===== src/rtl/chop_demod_pkg.sv =====
// Shared state encoding and default widths for the chop demodulator.
package chop_demod_pkg;

  localparam int ADC_W_DEF = 18;
  localparam int CNT_W_DEF = 16;
  localparam int ACC_W_DEF = 40;

  typedef enum logic [1:0] {
    ST_IDLE    = 2'd0,
    ST_SYNC    = 2'd1,
    ST_ACC_POS = 2'd2,
    ST_ACC_NEG = 2'd3
  } state_e;

  // True in the two accumulating states (i.e. while locked to the chop phase).
  function automatic logic is_acc(input state_e s);
    return (s == ST_ACC_POS) || (s == ST_ACC_NEG);
  endfunction

endpackage


===== src/rtl/chop_demod_if.sv =====
// Sample-stream input and period-result output bundle of the chop demodulator.
interface chop_demod_if
  import chop_demod_pkg::*;
#(
  parameter int ADC_W = ADC_W_DEF,
  parameter int CNT_W = CNT_W_DEF,
  parameter int ACC_W = ACC_W_DEF
) ();

  logic                    demod_en;
  logic signed [ADC_W-1:0] adc_data_i;
  logic                    adc_valid_i;
  logic                    chop_i;
  logic                    data_hold_i;

  logic signed [ACC_W-1:0] demod_o;
  logic signed [ACC_W-1:0] offset_o;
  logic [CNT_W-1:0]        n_pos_o;
  logic [CNT_W-1:0]        n_neg_o;
  logic                    valid_o;
  logic                    ovf_o;
  logic                    locked_o;

  modport master (
    output demod_en, adc_data_i, adc_valid_i, chop_i, data_hold_i,
    input  demod_o, offset_o, n_pos_o, n_neg_o, valid_o, ovf_o, locked_o
  );

  modport slave (
    input  demod_en, adc_data_i, adc_valid_i, chop_i, data_hold_i,
    output demod_o, offset_o, n_pos_o, n_neg_o, valid_o, ovf_o, locked_o
  );

endinterface


===== src/rtl/chop_acc.sv =====
// One half-period accumulator: signed running sum plus saturating sample count.
// clr wins over load; load restarts the half with only this cycle's sample.
module chop_acc #(
  parameter int CNT_W = 16,
  parameter int ACC_W = 40
) (
  input  logic                    clk,
  input  logic                    rst_n,
  input  logic                    clr,
  input  logic                    load,
  input  logic                    add,
  input  logic signed [ACC_W-1:0] sample,
  output logic signed [ACC_W-1:0] sum,
  output logic [CNT_W-1:0]        cnt,
  output logic                    sat
);

  // A full counter refuses further samples; the caller flags the drop.
  assign sat = &cnt;

  // Sum/count update: clear, restart-with-sample, or accumulate if not saturated.
  always_ff @(posedge clk) begin
    if (!rst_n || clr) begin
      sum <= '0;
      cnt <= '0;
    end else if (load) begin
      sum <= add ? sample : '0;
      cnt <= add ? CNT_W'(1) : '0;
    end else if (add && !sat) begin
      sum <= sum + sample;
      cnt <= cnt + 1'b1;
    end
  end

endmodule


===== src/rtl/chop_demod.sv =====
// Chopped-ADC synchronous demodulator: locks to the chop phase, drops hold
// samples, sign-accumulates each half and reports pos-neg / pos+neg per period.
module chop_demod
  import chop_demod_pkg::*;
#(
  parameter int ADC_W = ADC_W_DEF,
  parameter int CNT_W = CNT_W_DEF,
  parameter int ACC_W = ACC_W_DEF
) (
  input  logic        clk,
  input  logic        rst_n,
  chop_demod_if.slave bus
);

  state_e state, state_nxt;
  logic   chop_q;
  logic   en, fall, rise, acc_st, accept, close, clr;
  logic   add_pos, add_neg, load_pos, load_neg;
  logic   sat_pos, sat_neg;

  logic signed [ACC_W-1:0] smp;
  logic signed [ACC_W-1:0] sum_pos, sum_neg;
  logic [CNT_W-1:0]        cnt_pos, cnt_neg;

  logic signed [ACC_W-1:0] demod_q, offset_q;
  logic [CNT_W-1:0]        n_pos_q, n_neg_q;
  logic                    valid_q, ovf_q;

  assign en     = bus.demod_en;
  assign fall   = chop_q & ~bus.chop_i;
  assign rise   = ~chop_q & bus.chop_i;
  assign acc_st = is_acc(state);
  assign smp    = {{(ACC_W-ADC_W){bus.adc_data_i[ADC_W-1]}}, bus.adc_data_i};

  // Sign follows this cycle's chop, so an edge-cycle sample joins the new half.
  assign accept   = en & acc_st & bus.adc_valid_i & ~bus.data_hold_i;
  assign add_pos  = accept & ~bus.chop_i;
  assign add_neg  = accept & bus.chop_i;
  // Falling edge restarts the positive half; negative half restarts on either edge
  // (rise: first sample of the half, fall: emptied after the period closes).
  assign load_pos = acc_st & fall;
  assign load_neg = acc_st & (rise | fall);
  // Hold both halves empty until locked, and whenever disabled.
  assign clr      = ~en | ~acc_st;
  // Period closes on the falling edge in the negative half; disable suppresses it.
  assign close    = en & (state == ST_ACC_NEG) & fall;

  chop_acc #(.CNT_W(CNT_W), .ACC_W(ACC_W)) u_acc_pos (
    .clk(clk), .rst_n(rst_n), .clr(clr), .load(load_pos), .add(add_pos),
    .sample(smp), .sum(sum_pos), .cnt(cnt_pos), .sat(sat_pos)
  );

  chop_acc #(.CNT_W(CNT_W), .ACC_W(ACC_W)) u_acc_neg (
    .clk(clk), .rst_n(rst_n), .clr(clr), .load(load_neg), .add(add_neg),
    .sample(smp), .sum(sum_neg), .cnt(cnt_neg), .sat(sat_neg)
  );

  // State register and chop delay used for edge detection.
  always_ff @(posedge clk) begin
    if (!rst_n) begin
      state  <= ST_IDLE;
      chop_q <= 1'b0;
    end else begin
      state  <= state_nxt;
      chop_q <= bus.chop_i;
    end
  end

  // Next state: wait for a falling edge to lock, then alternate halves on edges.
  always_comb begin
    state_nxt = state;
    case (state)
      ST_IDLE:    if (en)   state_nxt = ST_SYNC;
      ST_SYNC:    if (fall) state_nxt = ST_ACC_POS;
      ST_ACC_POS: if (rise) state_nxt = ST_ACC_NEG;
      ST_ACC_NEG: if (fall) state_nxt = ST_ACC_POS;
      default:              state_nxt = ST_IDLE;
    endcase
    if (!en) state_nxt = ST_IDLE;
  end

  // Sticky flag for a sample dropped at a full counter; a restart load never drops.
  always_ff @(posedge clk) begin
    if (!rst_n || !en)
      ovf_q <= 1'b0;
    else if ((add_pos & sat_pos & ~load_pos) | (add_neg & sat_neg & ~load_neg))
      ovf_q <= 1'b1;
  end

  // Period results from the totals held before the closing cycle's sample.
  always_ff @(posedge clk) begin
    if (!rst_n) begin
      demod_q  <= '0;
      offset_q <= '0;
      n_pos_q  <= '0;
      n_neg_q  <= '0;
      valid_q  <= 1'b0;
    end else begin
      valid_q <= close;
      if (close) begin
        demod_q  <= sum_pos - sum_neg;
        offset_q <= sum_pos + sum_neg;
        n_pos_q  <= cnt_pos;
        n_neg_q  <= cnt_neg;
      end
    end
  end

  assign bus.demod_o  = demod_q;
  assign bus.offset_o = offset_q;
  assign bus.n_pos_o  = n_pos_q;
  assign bus.n_neg_o  = n_neg_q;
  assign bus.valid_o  = valid_q;
  assign bus.ovf_o    = ovf_q;
  assign bus.locked_o = acc_st;

endmodule


===== src/flat_wrapper.sv =====
// flat-port wrapper written by rule: the top's interface ports become plain ports
module chop_demod_flat import chop_demod_pkg::*;
#(
  parameter int ADC_W = ADC_W_DEF,
  parameter int CNT_W = CNT_W_DEF,
  parameter int ACC_W = ACC_W_DEF
)
  (clk, rst_n, bus_demod_en, bus_adc_data_i, bus_adc_valid_i, bus_chop_i, bus_data_hold_i, bus_demod_o, bus_offset_o, bus_n_pos_o, bus_n_neg_o, bus_valid_o, bus_ovf_o, bus_locked_o);
  chop_demod_if #(.ADC_W(ADC_W), .CNT_W(CNT_W), .ACC_W(ACC_W)) bus_i ();
  input  logic clk;
  input  logic rst_n;
  input wire logic [$bits(bus_i.demod_en)-1:0] bus_demod_en;
  input wire logic [$bits(bus_i.adc_data_i)-1:0] bus_adc_data_i;
  input wire logic [$bits(bus_i.adc_valid_i)-1:0] bus_adc_valid_i;
  input wire logic [$bits(bus_i.chop_i)-1:0] bus_chop_i;
  input wire logic [$bits(bus_i.data_hold_i)-1:0] bus_data_hold_i;
  output wire logic [$bits(bus_i.demod_o)-1:0] bus_demod_o;
  output wire logic [$bits(bus_i.offset_o)-1:0] bus_offset_o;
  output wire logic [$bits(bus_i.n_pos_o)-1:0] bus_n_pos_o;
  output wire logic [$bits(bus_i.n_neg_o)-1:0] bus_n_neg_o;
  output wire logic [$bits(bus_i.valid_o)-1:0] bus_valid_o;
  output wire logic [$bits(bus_i.ovf_o)-1:0] bus_ovf_o;
  output wire logic [$bits(bus_i.locked_o)-1:0] bus_locked_o;
  assign bus_i.demod_en = bus_demod_en;
  assign bus_i.adc_data_i = bus_adc_data_i;
  assign bus_i.adc_valid_i = bus_adc_valid_i;
  assign bus_i.chop_i = bus_chop_i;
  assign bus_i.data_hold_i = bus_data_hold_i;
  assign bus_demod_o = bus_i.demod_o;
  assign bus_offset_o = bus_i.offset_o;
  assign bus_n_pos_o = bus_i.n_pos_o;
  assign bus_n_neg_o = bus_i.n_neg_o;
  assign bus_valid_o = bus_i.valid_o;
  assign bus_ovf_o = bus_i.ovf_o;
  assign bus_locked_o = bus_i.locked_o;
  chop_demod #(.ADC_W(ADC_W), .CNT_W(CNT_W), .ACC_W(ACC_W)) u_core (.clk(clk), .rst_n(rst_n), .bus(bus_i));
endmodule

===== config.mk =====
export PLATFORM = sky130hd
export DESIGN_NAME = chop_demod_flat
export DESIGN_NICKNAME = d
export VERILOG_FILES = /design/src/rtl/chop_demod_pkg.sv /design/src/rtl/chop_demod_if.sv /design/src/rtl/chop_acc.sv /design/src/rtl/chop_demod.sv /design/src/flat_wrapper.sv
export SDC_FILE = /design/constraint.sdc
export NUM_CORES = 1
export LEC_CHECK = 0
export CAP_MARGIN = 10
export CELL_PAD_IN_SITES_DETAIL_PLACEMENT = 1
export CELL_PAD_IN_SITES_GLOBAL_PLACEMENT = 2
export CORE_UTILIZATION = 38
export CTS_BUF_LIST = sky130_fd_sc_hd__clkbuf_16
export DETAILED_ROUTE_END_ITERATION = 8
export PLACE_DENSITY_LB_ADDON = 0.15
export REMOVE_ABC_BUFFERS = 1
export SLEW_MARGIN = 20
export SYNTH_ARGS = -nofsm -noshare
export SYNTH_HDL_FRONTEND = slang
export SYNTH_SLANG_ARGS = --single-unit
export TNS_END_PERCENT = 30

===== constraint.sdc =====
create_clock -name clk -period 10 [get_ports clk]
set_input_delay 2 -clock clk [delete_from_list [all_inputs] [get_ports clk]]
set_output_delay 2 -clock clk [all_outputs]
set_load 0.01 [all_outputs]

## After elaboration in Yosys (flattened, before gate mapping)

Cells that the tools add are included.

- Register bits after elaboration: 229
- Output and inout port bits: 115
- Word-level logic and storage cells: 80

- $add $sub $neg: 6
- Bitwise gates (word level): 25
- Muxes and demuxes: 15
- Equal/unequal tests: 5
- Reduce and logical (&&, ||, !) cells: 17

Operators by type and width:

| operator | count |
|---|---|
| 40-bit two-way mux | 6 |
| 40-bit by 18-bit adder with 40-bit output | 2 |
| 16-bit two-way mux | 4 |
| 40-bit adder | 1 |
| 40-bit subtractor | 1 |
| 16-bit by 1-bit adder with 16-bit output, second input constant | 2 |
| 16-bit AND reduction | 2 |
| 1-bit AND | 15 |
| 1-bit NOT | 7 |
| 2-bit case mux with 3 select lines | 1 |
| 2-bit == test, second input constant | 2 |
| 1-bit zero test | 4 |
| 2-bit two-way mux | 2 |
| 2-bit by 1-bit != test with 1-bit output, second input constant | 2 |
| 2-bit AND reduction | 2 |
| 2-bit nonzero test | 2 |
| 1-bit logical OR | 3 |
| 1-bit OR | 3 |
| 2-bit by 1-bit == test with 1-bit output, second input constant | 1 |
| 1-bit logical AND | 2 |
| 2-bit zero test | 1 |
| 1-bit two-way mux | 2 |
| 2-bit OR reduction | 1 |

## Depth between registers and ports, before layout

- Depth in word-level cells: 9
- Gate-level depth with buffers: 14
- Gate-level depth less buffers: 14

## Modules after synthesis

A second synthesis with hierarchy kept.

- Cell total of the unflattened synthesis: 2357
- Area, all modules: 17569.4 sq um

By module, submodules not included:

| module | cells an instance | instances | sequential area each (sq um) | area an instance (sq um) |
|---|---|---|---|---|
| chop_acc | 601 | 2 | 1121.1 | 4525.6 |
| chop_demod | 1155 | 1 | 2322.2 | 8518.2 |

## Worst setup path after synthesis

Ideal clock, no wire load.

- Kind: input to register
- From: in bus_adc_data_i[15]
- To: reg u_core.u_acc_neg.sum[32]
- Cell stages on the path: 12
- Data arrival time: 4567 ps
- Data required time: 9905 ps
- Slack: 5337 ps
- Path through: ha_1 clkbuf_1 a21o_1 a21o_1 a2111oi_0 o31a_1 o21ai_1 a311o_1 a21o_1 a21oi_1 xor2_1 a221oi_1

- Word-level cells in the longest chain between the ends: 3

Ends and longest elaborated chain:

| element | line | source |
|---|---|---|
| from (decl) | flat_wrapper.sv:13 | `input wire logic [$bits(bus_i.adc_data_i)-1:0] bus_adc_data_i;` |
| 40-bit by 18-bit adder with 40-bit output | chop_acc.sv:30 | `sum <= sum + sample;` |
| 40-bit two-way mux | chop_acc.sv:29 | `end else if (add && !sat) begin` |
| 40-bit two-way mux | chop_acc.sv:26 | `end else if (load) begin` |
| to (signal assigned) | chop_acc.sv:27 | `sum <= add ? sample : '0;` |
| to (signal assigned) | chop_acc.sv:30 |  |
| to (decl) | chop_acc.sv:13 | `output logic signed [ACC_W-1:0] sum,` |

No other way between the ends. The select of a mux whose other input is x is not followed.
A chain may end at the register's enable or synchronous reset.

## Worst setup path in the final report

- From: in bus_demod_en
- To: reg u_core.u_acc_pos.sum[19]

- Word-level cells in the longest chain between the ends: 6
- Elaborated cells on any way between the ends: 11

Ends and longest elaborated chain:

| element | line | source |
|---|---|---|
| from (decl) | flat_wrapper.sv:12 | `input wire logic [$bits(bus_i.demod_en)-1:0] bus_demod_en;` |
| 1-bit AND (3 in series) | chop_demod.sv:36 | `assign accept = en & acc_st & bus.adc_valid_i & ~bus.data_hold_i;` |
| 1-bit AND | chop_demod.sv:37 | `assign add_pos = accept & ~bus.chop_i;` |
| 40-bit two-way mux / 1-bit logical AND (equally long branches) | chop_acc.sv:27, chop_acc.sv:29 |  |
| 40-bit two-way mux / 2-bit nonzero test (equally long branches) | -- |  |
| to (signal assigned) | chop_acc.sv:27 |  |
| to (signal assigned) | chop_acc.sv:30 |  |
| to (decl) | chop_acc.sv:13 |  |

Several ways; a longest one is shown, not always the timed one.

==> results.py <==
metrics = {
    "outcome": {
        "status": "finished clean",
    },
    "clock_tree": {
        "clkLatencyLatePin_ns": 0.57,
        "postCtsHoldBufs": 0,
        "cts.path.max_buffers": 3,
        "numCtsBuffers": 27,
        "cts-resized-gates": 0,
        "htreeDepth": 1,
        "cts-root-buf": "clkbuf_16",
        "cts_tree": "done",
        "postCtsSetupRepairBufs": 0,
        "path_clk_slew_ns": 0.07,
        "cts_sinks": 228,
    },
    "worst_setup_path": {
        "crit_top_cell": "nand2_1",
        "start_kind": "input port",
        "crit_type": "in2reg",
        "cp-end-kind": "register",
        "slowest_delay_ns": 1.00,
        "slowest_stage": "nor2_1",
        "crit_chain": "clkdlybuf4s50_1 > nand4b_1 > nor2_1 > o21ai_1 > nand2_1 > nand2_1 > nand2_1 > nand2_1 > o21ai_0 > a21oi_1",
        "crit_arrival_ns": 6.48,
        "crit_fanout": 12,
        "required_ns": 10.40,
    },
    "die": {
        "die_area_sq_um": 44240,
        "die_h_microns": 210.3,
        "fp-row-count": 75,
        "initial_utilization": 0.3888,
        "ios": 139,
        "fp.dieW_microns": 210.3,
        "core_sq_um": 42420,
    },
    "detailed_routing": {
        "drt_first_pass_iters": 5,
        "drc_errors": 0,
        "drt-wirelength-per-cell_microns": 21.80,
        "vias_per_cell": 5.791,
        "drtIter0Drc": 1004,
        "ant_nets": 0,
        "vias": 16280,
        "wl_mm": 61.31,
    },
    "power": {
        "p_leak_uw": 0.007895,
        "power_density_nw_per_um2": 106.6,
        "ir_drop_mv": 0.1232,
    },
    "timing": {
        "fin_skew_ns": 0.01552,
        "tns_ns": 0,
        "finalSetupViolCount": 0,
        "rsz0062_at_grt": "no",
        "setup_ws_ns": 3.922,
        "slew_violations": 0,
        "max_freq_mhz": 164.5,
        "finalCritPeriodShare": 0.6078,
        "tightest_slew_ns": 1.164,
        "relSlewSlack": 0.2139,
        "finalHoldViolCount": 0,
        "fin_crit_ns": 6.078,
        "whs_ns": 0.4547,
    },
    "synth": {
        "synth_top_area_frac": 0.2768,
        "syn_area_sq_um": 16490,
        "yosys_warnings": 0,
        "synth.distinct_cells": 77,
        "yosysTopAreaCell": "dfxtp_1",
        "ys.flop_type": "dfxtp_1",
        "synth-edff-count": 0,
        "seq_area_frac_synth": 0.2768,
        "synth.area.mux_share": 0.003642,
        "synthCells": 2146,
        "ys_seq_elements": 228,
        "synth_top_family_by_area": "compound AO/OA/AOI/OAI gates",
        "async_flop_share": 0,
        "synth_area_per_cell_sq_um": 7.685,
        "yosys.area_share.simple": 0.1643,
        "synth_compound_area_frac": 0.2972,
        "synth-xor-area-share": 0.07966,
        "synth_fa_ha_area_frac": 0.1262,
        "synth_area_leaders": "dfxtp_1 28%, ha_1 12%, a21oi_1 11%",
    },
    "placement": {
        "io_buffers": 138,
        "place_ws_ns": 3.646,
        "dp_hpwl_mm": 46.97,
        "gp_congestion": 0.9098,
    },
    "grt": {
        "grt_usage": 0.2727,
        "antenna_found_initial": 0,
        "grt_overflow": 0,
        "grt_pass1_vias": 16080,
        "grt_start_max_net_pins": 64,
        "grt_pass1_wl_mm": 94.84,
    },
    "job": {
        "maxCapViolCount": 0,
    },
    "final_layout": {
        "fillers": 5172,
        "drive_above_1_share": 0.04116,
        "multi_input_area_sq_um": 11110,
        "seq_area_sq_um": 4564,
        "syn2layout_area_growth_pct": 16.41,
        "final_net_count": 2402,
        "antenna_cells": 0,
    },
    "min_path": {
        "hold_path_class": "reg2reg",
    },
}
## stage by stage
step | total power [uW] | utilization | instances | cell area (sq um)
2_1_floorplan | 984.0 | - | 2031 | 16030
3_3_place_gp | 1024 | 0.4310 | 2762 | 18280
3_5_place_dp | 1027 | 0.4310 | 2762 | 18280
4_1_cts | 2062 | 0.4524 | 2812 | 19190
5_1_grt | 2108 | 0.4526 | 2812 | 19200
6_report | 2047 | 0.4526 | 2812 | 19200
## cell type report
type,instances,area share
clock buffer,27,0.03519
tap,577,0.03760
sequential,228,0.2377
multi-input combinational,1696,0.5786
timing repair buffer,154,0.07782
clock inverter,23,0.01212
inverter,107,0.02092
## logic make-up after synthesis
kind of cell | after synthesis
AOI/OAI and AO/OA | 799
and+or+nand+nor | 577
DFF | 228
buffers and inverters | 222
adders and majority gates | 164
xor gates and xnor gates | 150
muxes | 6
## power by group
group          switching, uW  leakage, uW  internal, uW
combinational           63.3      0.00561          35.4
sequential             0.682      0.00184           909
clock                    440     0.000448           599
## critical path: cells and delay by family
kind | cells | cell delay, ns
simple gates | 6 | 2.88
buf+inv | 1 | 0.62
compound gates | 3 | 0.95
## per-layer routing
metal,vias up,wire length (microns),GRT usage
met5,-,0,0
met4,0,771,0.04531
met3,48,2948,0.03129
met2,340,25820,0.4148
met1,8026,31770,0.4138
li1,7870,-,-
## registers in the layout (all words and copies together), names as in the netlist
signal and flops:
u_core.u_acc_neg.cnt 16, u_core.bus.offset_o 40, u_core.bus.demod_o 39, u_core.bus.ovf_o 1, u_core.bus.valid_o 1, u_core.bus.n_pos_o 16
u_core.chop_q 1, u_core.bus.n_neg_o 16, u_core.state 2, u_core.u_acc_pos.cnt 16, u_core.u_acc_pos.sum 40, u_core.u_acc_neg.sum 40
## cell usage after synthesis, types with 7 or more instances
library cell and count:
a21boi_0 7, nor4_1 9, a31oi_1 23, nor2_1 191, a211oi_1 30, o21ai_0 110
buf_2 11, nand3_1 43, a311oi_1 7, a21o_1 57, nor2b_1 18, ha_1 160
xnor2_1 96, clkbuf_1 96, nor3_1 46, a21oi_1 378, o22ai_1 7, nand2b_1 21
and2_1 10, xor2_1 54, a221oi_1 31, o21bai_1 44, o31ai_1 7, and4_1 8
o211ai_1 10, and3_1 24, o21a_1 20, nand4_1 28, nand2_1 146, inv_1 103
a2111oi_0 8, dfxtp_1 228, or3_1 16
## worst paths after layout
path	start	to	slack, ns	cells after the start
setup / recovery	bus_demod_en	u_core.u_acc_pos.sum[19]	3.92	10
hold / removal	u_core.bus.n_pos_o[5]	u_core.bus.n_pos_o[5]	0.45	2
setup reg to reg	u_core.state[1]	u_core.u_acc_pos.sum[19]	5.35	9
hold reg to reg	u_core.bus.n_pos_o[5]	u_core.bus.n_pos_o[5]	0.45	2
## placed cells by master (no fill, tap or decap), types with 16 or more instances in the layout
| cell | netlist | final |
|---|---|---|
| buf_4 | 1 | 17 |
| nor2b_1 | 18 | 18 |
| o21bai_1 | 44 | 44 |
| a211oi_1 | 30 | 30 |
| nand3_1 | 43 | 42 |
| clkdlybuf4s50_1 | 0 | 136 |
| inv_1 | 103 | 106 |
| nand2_1 | 146 | 146 |
| a21o_1 | 57 | 57 |
| and3_1 | 24 | 24 |
| o21ai_0 | 110 | 110 |
| a31oi_1 | 23 | 23 |
| ha_1 | 160 | 160 |
| nor3_1 | 46 | 44 |
| nand2b_1 | 21 | 21 |
| xor2_1 | 54 | 54 |
| nand4_1 | 28 | 28 |
| o21a_1 | 20 | 20 |
| a221oi_1 | 31 | 31 |
| dfxtp_1 | 228 | 228 |
| a21oi_1 | 378 | 378 |
| clkbuf_16 | 0 | 27 |
| nor2_1 | 191 | 189 |
| or3_1 | 16 | 16 |
| xnor2_1 | 96 | 96 |
Note: power is estimated with default switching activity, not from simulation.
